**src/rtl/rr_sel_pkg.sv**
```systemverilog
// Shared types and helpers for the 8-channel round-robin selector.
package rr_sel_pkg;

    localparam int N_CH  = 8;
    localparam int SEL_W = 3;

    typedef enum logic {
        IDLE  = 1'b0,
        GRANT = 1'b1
    } rr_state_t;

    typedef logic [SEL_W-1:0] ch_idx_t;

    // One-hot decode of a channel index.
    function automatic logic [N_CH-1:0] idx_to_onehot(input ch_idx_t idx);
        logic [N_CH-1:0] one;
        one = {{(N_CH-1){1'b0}}, 1'b1};
        return one << idx;
    endfunction

endpackage

```
**src/rtl/rr_sel_8_pick.sv**
```systemverilog
// Combinational round-robin picker: first set request at or after base, wrapping.
module rr_pick
    import rr_sel_pkg::*;
(
    input  logic [N_CH-1:0] req,
    input  ch_idx_t         base,
    output ch_idx_t         idx,
    output logic            any
);

    logic [2*N_CH-1:0] dbl_s;
    logic [N_CH-1:0]   rot_s;
    ch_idx_t           off_s;

    // Doubling the vector lets a variable part-select perform the rotate-right by base.
    assign dbl_s = {req, req};
    assign rot_s = dbl_s[base +: N_CH];

    // Fixed LSB-first priority on the rotated vector; the lowest set bit wins.
    always_comb begin
        off_s = '0;
        for (int k = N_CH - 1; k >= 0; k--) begin
            if (rot_s[k]) begin
                off_s = ch_idx_t'(k);
            end else begin
                off_s = off_s;
            end
        end
    end

    // Undo the rotation; the 3-bit add wraps modulo 8 naturally.
    assign idx = off_s + base;
    assign any = |req;

endmodule

```
**src/rtl/rr_sel_8.sv**
```systemverilog
// Round-robin arbiter driving the select of an 8:1 mux; grant held until ack or timeout.
module rr_sel_8
    import rr_sel_pkg::*;
#(
    parameter int TIMEOUT = 16,
    parameter int CNT_W   = 5
) (
    input  logic            clk,
    input  logic            rst,
    input  logic [N_CH-1:0] req,
    input  logic            ack,
    output logic [SEL_W-1:0] sel,
    output logic            gnt_valid,
    output logic [N_CH-1:0] gnt_onehot,
    output logic            timeout
);

    localparam bit              TO_EN    = (TIMEOUT != 0);
    localparam int              TO_LAST_I = (TIMEOUT > 0) ? (TIMEOUT - 1) : 0;
    localparam logic [CNT_W-1:0] TO_LAST  = TO_LAST_I[CNT_W-1:0];
    localparam logic [CNT_W-1:0] CNT_MAX  = {CNT_W{1'b1}};

    rr_state_t       state_q, state_d;
    ch_idx_t         ptr_q, ptr_d;
    ch_idx_t         sel_q, sel_d;
    logic [CNT_W-1:0] cnt_q, cnt_d;
    logic            gnt_valid_q, gnt_valid_d;
    logic [N_CH-1:0] onehot_q, onehot_d;
    logic            timeout_q, timeout_d;

    ch_idx_t         pick_idx_s;
    logic            pick_any_s;

    rr_pick u_pick (
        .req  (req),
        .base (ptr_q),
        .idx  (pick_idx_s),
        .any  (pick_any_s)
    );

    // Next-state logic: arbitrate in IDLE, hold and count in GRANT, release on ack or timeout.
    always_comb begin
        state_d     = state_q;
        ptr_d       = ptr_q;
        sel_d       = sel_q;
        cnt_d       = cnt_q;
        gnt_valid_d = gnt_valid_q;
        onehot_d    = onehot_q;
        timeout_d   = 1'b0;
        case (state_q)
            IDLE: begin
                if (pick_any_s) begin
                    state_d     = GRANT;
                    sel_d       = pick_idx_s;
                    onehot_d    = idx_to_onehot(pick_idx_s);
                    gnt_valid_d = 1'b1;
                    cnt_d       = '0;
                end else begin
                    gnt_valid_d = 1'b0;
                    onehot_d    = '0;
                end
            end
            GRANT: begin
                if (ack || (TO_EN && (cnt_q == TO_LAST))) begin
                    // Ack wins over a coinciding timeout, so the pulse fires only without ack.
                    state_d     = IDLE;
                    ptr_d       = sel_q + 3'd1;
                    cnt_d       = '0;
                    gnt_valid_d = 1'b0;
                    onehot_d    = '0;
                    timeout_d   = ~ack;
                end else if (cnt_q != CNT_MAX) begin
                    cnt_d = cnt_q + {{(CNT_W-1){1'b0}}, 1'b1};
                end else begin
                    cnt_d = cnt_q;
                end
            end
            default: begin
                state_d     = IDLE;
                gnt_valid_d = 1'b0;
                onehot_d    = '0;
                cnt_d       = '0;
            end
        endcase
    end

    // State and output registers with synchronous reset.
    always_ff @(posedge clk) begin
        if (rst) begin
            state_q     <= IDLE;
            ptr_q       <= 3'd0;
            sel_q       <= 3'd0;
            cnt_q       <= '0;
            gnt_valid_q <= 1'b0;
            onehot_q    <= 8'h00;
            timeout_q   <= 1'b0;
        end else begin
            state_q     <= state_d;
            ptr_q       <= ptr_d;
            sel_q       <= sel_d;
            cnt_q       <= cnt_d;
            gnt_valid_q <= gnt_valid_d;
            onehot_q    <= onehot_d;
            timeout_q   <= timeout_d;
        end
    end

    assign sel        = sel_q;
    assign gnt_valid  = gnt_valid_q;
    assign gnt_onehot = onehot_q;
    assign timeout    = timeout_q;

endmodule

```
**config.mk**
```make
export PLATFORM = sky130hd
export DESIGN_NAME = rr_sel_8
export DESIGN_NICKNAME = d
export VERILOG_FILES = /design/src/rtl/rr_sel_pkg.sv /design/src/rtl/rr_sel_8_pick.sv /design/src/rtl/rr_sel_8.sv
export SDC_FILE = /design/constraint.sdc
export NUM_CORES = 1
export LEC_CHECK = 0
export CAP_MARGIN = 10
export CORE_MARGIN = 3
export CORE_UTILIZATION = 52
export DETAILED_ROUTE_END_ITERATION = 12
export PLACE_DENSITY = 0.76
export SLEW_MARGIN = 10
export SYNTH_ARGS = -nofsm -noshare
export SYNTH_HDL_FRONTEND = slang
export SYNTH_HIERARCHICAL = 1
export SYNTH_SLANG_ARGS = --single-unit
```
**constraint.sdc**
```tcl
create_clock -name clk -period 3.85 [get_ports clk]
set_input_delay 0.77 -clock clk [delete_from_list [all_inputs] [get_ports clk]]
set_output_delay 0.77 -clock clk [all_outputs]
set_load 0.01 [all_outputs]
```
* Yosys cells after proc, flatten, opt, wreduce, memory -nomap -nowiden
Cells that the tools add are included.
Word-level totals: input port bits 11, register bits 22, word-level logic and storage cells 46
Operators by class: muxes and demuxes 20, $add $sub $neg 3, equality and inequality tests 5, shift-type cells 2, bitwise operators 3, reduce and logical (&&, ||, !) cells 6
Operators with widths (count):
- $mux W3 | 8
- $mux W8 | 2
- $pmux W8 S2 | 1
- $shiftx A16 B4 Y8 | 1
- $mux W5 | 3
- $pmux W5 S2 | 1
- $reduce_or A8 Y1 | 1
- $shl A1 B3 Y8 const A | 1
- $reduce_and A2 Y1 | 3
- $add A5 B1 Y5 const B | 1
- $eq A5 B4 Y1 const B | 1
- $ne A5 B5 Y1 const B | 1
- $pmux W1 S2 | 2
- $add A3 B1 Y3 const B | 1
- $add A3 B3 Y3 | 1
- $mux W1 | 3
- $ne A3 B1 Y1 const B | 1
- $not A1 Y1 | 3
- $reduce_or A3 Y1 | 1
- $ne A2 B1 Y1 const B | 1
- $ne A2 B2 Y1 const B | 1
- $logic_or A1 B1 Y1 | 1

* Longest topological paths before layout
Gate-level depths: netlist of the first run.
depth in word-level cells 13, gate-level depth with buffers 14, mapped depth without buffers 13

* Cells and area by module
The synthesis of the first run kept the hierarchy.
Modules (own cells, without submodules):
- rr_sel_8 | times used 1, area an instance 932.1 µm², cells each 97, seq. area each 440.4 µm²
- rr_pick | times used 1, area an instance 485.5 µm², cells each 42, seq. area each 0.0 µm²

* Worst setup path after synthesis of the first run
No wires, ideal clock.
path type in2reg, start point in req[4], end point reg onehot_q[0] (netlist: gnt_onehot[0]), arrival time 3467 ps, stages on the path 13, path slack 318 ps, setup time 65 ps, cells stage by stage mux4_1 mux2_2 nand2b_1 a21bo_2 a31oi_1 ha_1 inv_1 fa_1 xnor2_1 xnor2_1 nor3b_1 a22oi_1 nor2_1
Between the ends: longest elaborated chain between the ends 13, elaborated cells between the ends (all ways) 14, classes of those cells add/sub: 1; shift: 2; mux: 10; reduce/logical: 1
Ends and longest elaborated chain:
- start: declaration | RTL line rr_sel_8.sv:10 | input logic [N_CH-1:0] req,
- $shiftx A16 B4 Y8 * | RTL line rr_sel_8_pick.sv:17 | assign rot_s = dbl_s[base +: N_CH];
- $mux W3 (7 in series) | RTL line rr_sel_8_pick.sv:23 | if (rot_s[k]) begin
- $mux W3 * | RTL line rr_sel_8_pick.sv:23
- $add A3 B3 Y3 * | RTL line rr_sel_8_pick.sv:32 | assign idx = off_s + base;
- named net pick_idx_s[2] | RTL line rr_sel_8.sv:31 | ch_idx_t pick_idx_s;
- $shl A1 B3 Y8 * | RTL line rr_sel_pkg.sv:18 | return one << idx;
- $mux W8 * | RTL line rr_sel_8.sv:52 | if (pick_any_s) begin
- $pmux W8 S2 * | RTL line rr_sel_8.sv:50 | case (state_q)
- end signal: assignment | RTL line rr_sel_8.sv:103 | onehot_q <= onehot_d;
- end: declaration | RTL line rr_sel_8.sv:28 | logic [N_CH-1:0] onehot_q, onehot_d;
Mark *: on every way through the listed nets, which the timed path passes. The rest lies on a longest branch. A chain may end at the register's enable or synchronous reset.

* Final worst setup path of the first run
start point in req[0], end point reg onehot_q[3] (netlist: gnt_onehot[3])
Same word-level chain as after synthesis.

==> results.txt, run 1 <==
- Maximum clock frequency: between 0.2 and 0.3 GHz
- Setup violations remaining at the end of the flow were counted as 0.
* Number of iterations in the first detailed-routing pass: 4
- Die Y: 58.2 um
* Worst hold-check slack: 0.514 ns
- The number of failing hold endpoints at the final stage was 0.
- Global-route wire length before repair: between 5 and 6 mm
- Entering global routing, the biggest net connects 25 pins.
- Kind of start point of the critical path: primary input
* Fraction of registers with async set or reset after synthesis: 0%
- Vias in the first global route: 1172
- The startpoint identified for the worst register-to-register timing path is ptr_q[0].
- After routing the design area is between 1500 and 2000 um2.
- For the final routed database, the setup TNS stands at 0 ns.
- Yosys attributes the largest share of cell area to sky130_fd_sc_hd__dfxtp_1 31%, sky130_fd_sc_hd__mux4_1 15%, sky130_fd_sc_hd__mux2i_1 6.4%.
- The number of setup buffers added after CTS is 0.
* Residual DRC count: 0
- In this run, post-CTS hold repair placed 0 buffers.
* Dpl hpwl: 2.44 mm
* First DRT Iteration DRCs: 65
- At the later pin of the worst-skew pair, clock insertion delay measures around 0.32 ns.
- The most common cell in the synthesized netlist is sky130_fd_sc_hd__dfxtp_1.
- For the worst setup path, the data required time is 4.10 ns.
- Across the routed clock network, the largest skew measured is between 0.01 and 0.015 ns.
- Routability-driven placement finished with a final weighted congestion of 0.897.
* Worst voltage drop across the vdd grid: between 0.2 and 0.3 mV
- Crit Path Class: primary input to flip-flop
- The count of cells in the finished layout, fillers not included, comes to around 200.
- For this design the top-level I/O count stands at 24.
- Seq/Total Area, Yosys: ~31%
- In this run the worst path has a maximum fanout of 4.
- Number of enable flip-flop cells after synthesis: 0
- Chip Width: 58.2 um
- Depth of the worst register-to-register path: 13
- After clock tree synthesis, the clock-pin slew on the worst setup and hold paths is ~0.12 ns.
- No sink is reached through more buffers than the 2 on the longest clock path.
- For this run, the number of Yosys warnings is 6.
- Synth area leader: sky130_fd_sc_hd__dfxtp_1
- In this run the worst hold path is classified as flip-flop to flip-flop.
- Average vias per placed instance: 6.08
* Headroom to the max-slew limit: 48.6%
- Sequential power share: roughly two fifths
- DIE AREA: 3390 um2
- Wires add up to 3.17 mm.
* Post-Syn Instances: 139
* Top cell types by occurrence after synthesis: 22 x sky130_fd_sc_hd__dfxtp_1, 20 x sky130_fd_sc_hd__nor2_1, 9 x sky130_fd_sc_hd__mux2i_1
- Internal Power: 0.438 mW
* Destination of the worst register-to-register timing path: gnt_onehot[3]
- Netlist area before placement: approximately 1400 um2
- The path with the worst hold slack has its endpoint at gnt_valid.
- GRT Resource Usage Total: roughly 20%
* Synthesized net count: 156
- Share of the cycle needed by the critical path after routing: 97.4%
- The netlist uses between 40 and 50 different library cells.
* Slack of the worst reg-to-reg path: 0.58 ns
- Final Net Count: 192
- TritonCTS built the clock tree.
- Switching share of power: 26.9%
- Number of instances on the worst hold path: 2
- The analysis attributes to cell leakage a power of ~0.74 nW.
* FF+latch count, synth: 22
- Layout overhead on the synthesized area: 29.5%
* P_sw: 0.161 mW
- Total count of max-transition violations in the final report: 0
- Summing internal, switching and leakage power gives ~0.6 mW.
- Per report_power, the clock group accounts for between 20% and 30% of the total.
- Critical path endpoint category: flip-flop
- Once the floorplan was initialized, standard cells occupied 55.7% of the core.
- The most used flip-flop cell after synthesis is sky130_fd_sc_hd__dfxtp_1.
* Antenna-violating nets left: 0
* Number of levels the H-tree was split into: 1
* Post-synthesis average cell area: between 10 and 15 um2
- In this run the cell area measured after placement is 1760 um2.
- The number of antenna diodes in the final layout is 0.
* HP Start: gnt_valid
- Data arrival time of the worst path: 4.00 ns
- Fraction of final layout cells with drive strength greater than 1: 22.4%
- In this run the core area contains 18 standard-cell rows.
* Post-route minimum period: 3.75 ns
- Clock Sinks: 22
- Placed cells: 200
* Power density of the placed cells: 327 nW/um2
* Max-cap violation count: 0
* Post-DR wirelength/cell: 15.6 um
- The number of antenna violations at the first check in global routing came to 0.
* Number of clock buffers inserted by TritonCTS: 3
- Residual overflow from global routing: 0
- Slew at the pin with the worst max-slew slack: 0.769 ns
* Status: finished, final reports clean
- Routed via count: 1240
- During placement, the flow inserted port buffers numbering 23.
- The tree is rooted in a sky130_fd_sc_hd__clkbuf_4.
* Core box area: 2540 um2
- Share of the synthesized area in the top cell type: 31.1%
- Combinational group share of total power: just under 30%
## cell usage in the layout (no fill, tap or decap), types with 2 or more instances in the layout
cell type	instances
sky130_fd_sc_hd__dfxtp_1	22
sky130_fd_sc_hd__nor2_1	20
sky130_fd_sc_hd__clkdlybuf4s50_1	18
sky130_fd_sc_hd__buf_4	15
sky130_fd_sc_hd__mux2i_1	9
sky130_fd_sc_hd__inv_1	8
sky130_fd_sc_hd__a22oi_1	6
sky130_fd_sc_hd__a21oi_1	5
sky130_fd_sc_hd__dlymetal6s2s_1	5
sky130_fd_sc_hd__nand2_1	4
sky130_fd_sc_hd__nor2b_1	4
sky130_fd_sc_hd__ha_1	4
sky130_fd_sc_hd__mux4_1	4
sky130_fd_sc_hd__mux4_2	4
sky130_fd_sc_hd__o21ai_0	3
sky130_fd_sc_hd__clkbuf_4	3
sky130_fd_sc_hd__nor3_1	2
sky130_fd_sc_hd__a211oi_1	2
sky130_fd_sc_hd__nand2b_1	2
sky130_fd_sc_hd__or3_1	2
sky130_fd_sc_hd__o32ai_1	2
sky130_fd_sc_hd__a32oi_1	2
sky130_fd_sc_hd__mux2_2	2
sky130_fd_sc_hd__xnor2_2	2
sky130_fd_sc_hd__nor4_1	2
## layer usage
layer  routed length [um]  GRT usage (%)  share of wire, %  up-vias
li1                     -              -                 -      588
met1                 1350           23.9                43      606
met2                 1640           33.5                52       37
met3                   93           2.67               2.9        9
met4                   85           10.9               2.7        0
met5                    0              0                 0        -
## worst max-delay path by stage
stage                 from             to  slack [ns]  depth (start not counted)
detailed placement  req[5]  gnt_onehot[3]       -0.45                         14
finish              req[0]  gnt_onehot[3]        0.10                         14
global placement    req[5]  gnt_onehot[3]       -0.32                         14
floorplan           req[4]  gnt_onehot[0]        0.32                         13
global route        req[0]  gnt_onehot[7]       -0.03                         14
CTS                 req[5]  gnt_onehot[7]        0.02                         14
## kinds of logic after synthesis
logic type / count (synthesis) / share of synthesized area [%]
XOR/XNOR: 3 / 1.85
AND/OR/NAND/NOR: 46 / 18.4
flip-flops: 22 / 31.1
AO/OA/AOI/OAI: 27 / 14.1
multiplexers: 20 / 23.6
buffers and inverters: 15 / 5.12
adder cells (fa/ha/maj): 6 / 5.83
## per-stage QoR
step | setup WS, ns | utilization [%]
after CTS | 0.0152 | 71.3
after global placement | -0.324 | 69.0
after floorplan | 0.318 | -
final | 0.101 | 72.1
after global routing | -0.0254 | 72.1
after detailed placement | -0.445 | 69.0
## worst max-delay path, cell delays in order
cell	delay, ns
sky130_fd_sc_hd__clkdlybuf4s50_1	0.44
sky130_fd_sc_hd__mux4_2	0.50
sky130_fd_sc_hd__mux2_4	0.29
sky130_fd_sc_hd__nand2b_1	0.15
sky130_fd_sc_hd__a21bo_2	0.21
sky130_fd_sc_hd__a31oi_1	0.15
sky130_fd_sc_hd__ha_2	0.18
sky130_fd_sc_hd__inv_1	0.04
sky130_fd_sc_hd__fa_2	0.35
sky130_fd_sc_hd__xnor2_2	0.16
sky130_fd_sc_hd__xnor2_2	0.19
sky130_fd_sc_hd__nor3b_2	0.30
sky130_fd_sc_hd__a32oi_1	0.15
sky130_fd_sc_hd__nor2_1	0.12
## what timing repair did
| action | CTS | global route |
|---|---|---|
| pin swaps | 1 | 6 |
| gates cloned | 0 | 0 |
| setup endpoints to repair | 4 | 8 |
| gates resized for setup | 2 | 14 |
## power by group through the flow
stage	Combinational (mW)	Clock, mW	Sequential, mW
floorplan	0.0964	0	0.258
global placement	0.162	0	0.255
detailed placement	0.167	0	0.255
CTS	0.168	0.182	0.250
global route	0.188	0.188	0.253
finish	0.174	0.175	0.251
## flip-flops by register name, summed over array words and instances (netlist names)
signal and flops:
sel 3, timeout 1, ptr_q 3, cnt_q 5
gnt_valid 1, gnt_onehot 8, state_q 1
## final cells by class
class / instances / area [um2]
clock buffers: 3 / 22.5
clock inverters: 1 / 30.0
fillers: 200 / 709
inverters: 8 / 30.0
multi-input cells: 102 / 920
flip-flops and latches: 22 / 440
well taps: 30 / 37.5
repair buffers: 38 / 355
No activity file was read; power rests on OpenSTA's default activity.
==> inputs of run 2 (changes only) <==
- CORE_UTILIZATION: 52 -> 47
- PLACE_DENSITY: 0.76 -> 0.73
- clock period: 3.85 -> 3.3 ns (I/O delays scaled with it)
==> run 2 against run 1 <==
Utilization down 4.9 points. Combinational power up 26%. Register-to-register slack got worse by 0.49 ns. Via count up 0.97%. Flip-flop and latch count did not move. Critical path type unchanged.
==> results.txt, run 2 (synthesized netlist as in run 1, its figures left out) <==
- The run finished with clean final reports.
* Number of clock buffers inserted by TritonCTS: 3
- Of the total power, registers draw 40.6%.
* Count of hold-fix buffers inserted at cts: 0
- Entering global routing, the biggest net connects 18 pins.
* Critical path's top delay family: multiplexers
- The number of global-route vias before repair is 1168.
- Using the TritonRoute via totals, the vias-per-cell ratio works out to between 5 and 6.
- The top cell types in the final layout, fill and taps aside, are 21 x sky130_fd_sc_hd__dfxtp_1, 21 x sky130_fd_sc_hd__buf_4, 20 x sky130_fd_sc_hd__nor2_1, 15 x sky130_fd_sc_hd__clkdlybuf4s50_1, 8 x sky130_fd_sc_hd__mux2i_1.
- Data arrival time of the worst path: 3.43 ns
* Ordered cell list for the critical path: buf_2 -> mux4_2 -> mux2_4 -> nand2b_4 -> a21bo_2 -> a31oi_1 -> ha_2 -> inv_2 -> fa_2 -> xnor2_2 -> xnor2_2 -> and3b_2 -> a32oi_1 -> nor2_1
- Root cell of the clock tree: sky130_fd_sc_hd__clkbuf_4
* Internal Power: about 0.52 mW
* Switching share of power: 27.8%
* Slew at the pin with the worst max-slew slack: 0.570 ns
- Maximum clock frequency: 0.310 GHz
- At the worst endpoint, the required time is 3.51 ns.
- GRT Resource Usage Total: 20.4%
* Final hold vios: 0
- VDD sags by at most 0.250 mV.
- In this run the standard cell core region covers 2810 um2.
- Clk buf depth: 2
- Crit Path Class: primary input to flip-flop
- P_leak: 0.751 nW
- Number of levels the H-tree was split into: 1
- STA classifies the critical path startpoint as a primary input.
- Total count of max-transition violations in the final report: 0
- From synthesis to final layout, the design area changed by 33.0%.
- Antenna-violating nets left: 0
- The worst path uses 97.8% of the clock period.
- Worst path slowest cell: sky130_fd_sc_hd__mux4_2
- Counting stages on the worst path, the most repeated cell is sky130_fd_sc_hd__xnor2_2.
- Class of the tightest hold or removal check: flip-flop to flip-flop
* Fraction of final layout cells with drive strength greater than 1: 32.2%
- Post-DR wirelength/cell: 15.9 um
- Clock latency reported for the late side of the worst-skew pair: 0.32 ns
- Unrepaired setup endpoints after global routing: yes
- Pin placement for this block handled 24 I/O pins.
* Critical path endpoint category: flip-flop
* Register clock-pin slew on the reported worst setup and hold paths: 0.13 ns
- The first global-routing pass estimated 5.49 mm of wire.
- Effective utilization at floorplan: 50.5%
- Measured along the y axis, the die boundary spans 60.9 um.
- # rows: 19
- The pre-antenna-repair detailed-routing pass consisted of 4 iterations.
- Worst Clk Skew: about 0.013 ns
- Setup total negative slack on the finished layout was measured at 0 ns.
- Number of buffers inserted by port buffering: 23
- TritonCTS built the clock tree.
* Residual overflow from global routing: 0
- Max-cap violation count: 0
* Power density of the placed cells: between 300 and 400 nW/um2
* Setup Viol. Count Final: 0
- At the end of routability-driven placement, the weighted congestion stood at 0.854.
- Across all layers, the routed design uses 1252 vias.
* Largest fanout on the critical path: 4
- The number of antenna violations at the first check in global routing was 0.
- Summed over all layers, the routed wires come to about 3.3 mm.
* Chip Width: 60.9 um
- Combinational group share of total power: between 30% and 40%
- The worst pin sits at a relative slew slack of between 60% and 70%.
- First DRT Iteration DRCs: 54
* Clock Sinks: 22
* Worst hold-check slack: 0.505 ns
- Final Net Count: about 200
- Antenna diode count: 0
- Worst Path Buf+Inv: 2
* DIE AREA: 3710 um2
* Maximum cell stage delay along the critical path: 0.50 ns
- Dpl hpwl: 2.67 mm
* Post-route minimum period: 3.23 ns
* Residual DRC count: 0
- The register with the most flip-flops in the layout has 8 of them.
- The analysis attributes to net switching a power of 0.200 mW.
* Clock network fraction of total power: 28.9%
==> run 2: metrics by stage <==
| step | utilization (%) | cells | setup slack, ns | cell area [um2] | power [mW] |
|---|---|---|---|---|---|
| after global routing | 67.2 | 211 | -0.0438 | 1890 | 0.754 |
| after global placement | 64.5 | 204 | -0.592 | 1810 | 0.504 |
| after floorplan | - | 139 | 0.00207 | 1450 | 0.421 |
| after detailed placement | 64.5 | 204 | -0.673 | 1810 | 0.510 |
| final | 67.2 | 211 | 0.0737 | 1890 | 0.722 |
| after CTS | 65.3 | 209 | 0.00382 | 1830 | 0.716 |
==> run 2: cell type report <==
class	count	area (um2)
well taps	31	38.8
clock inverters	1	30.0
fillers	231	920
clock buffers	3	22.5
inverters	8	30.0
repair buffers	44	367
flip-flops and latches	22	444
multi-input cells	102	953
==> run 2: timing repair <==
action	CTS	global route
hold endpoints to repair	0	0
setup buffers	1	2
setup endpoints to repair	10	8
gates resized for setup	33	11
pin swaps	7	8
==> run 2: worst paths after layout <==
path | start | to | slack [ns] | depth (start not counted)
max reg2reg | ptr_q[0] | gnt_onehot[7] | 0.09 | 13
min reg2reg | cnt_q[1] | cnt_q[1] | 0.51 | 2
max | req[5] | gnt_onehot[7] | 0.07 | 14
min | cnt_q[1] | cnt_q[1] | 0.51 | 2
==> run 2: worst register-to-register path, stage by stage (launching register included) <==
cell and delay [ns]:
sky130_fd_sc_hd__dfxtp_4 0.40, sky130_fd_sc_hd__mux4_2 0.53, sky130_fd_sc_hd__mux2_4 0.30, sky130_fd_sc_hd__nand2b_4 0.14, sky130_fd_sc_hd__a21bo_2 0.18, sky130_fd_sc_hd__a31oi_1 0.14
sky130_fd_sc_hd__ha_2 0.20, sky130_fd_sc_hd__inv_2 0.03, sky130_fd_sc_hd__fa_2 0.35, sky130_fd_sc_hd__xnor2_2 0.16, sky130_fd_sc_hd__xnor2_2 0.17, sky130_fd_sc_hd__and3b_2 0.26
sky130_fd_sc_hd__a32oi_1 0.18, sky130_fd_sc_hd__nor2_1 0.06
==> run 2: power groups by stage <==
stage               clock, mW  sequential, mW  combinational, mW
floorplan                   0           0.301              0.120
global placement            0           0.298              0.205
detailed placement          0           0.299              0.211
CTS                     0.212           0.294              0.211
global route            0.218           0.296              0.240
finish                  0.209           0.293              0.220
==> run 2: routing by layer <==
layer / vias up / global-route usage, % / wire (um)
met1: 603 / 23.9 / 1380
met3: 8 / 4.68 / 139
met2: 35 / 36.6 / 1770
li1: 606 / - / -
met5: - / 0 / 0
met4: 0 / 6.19 / 55
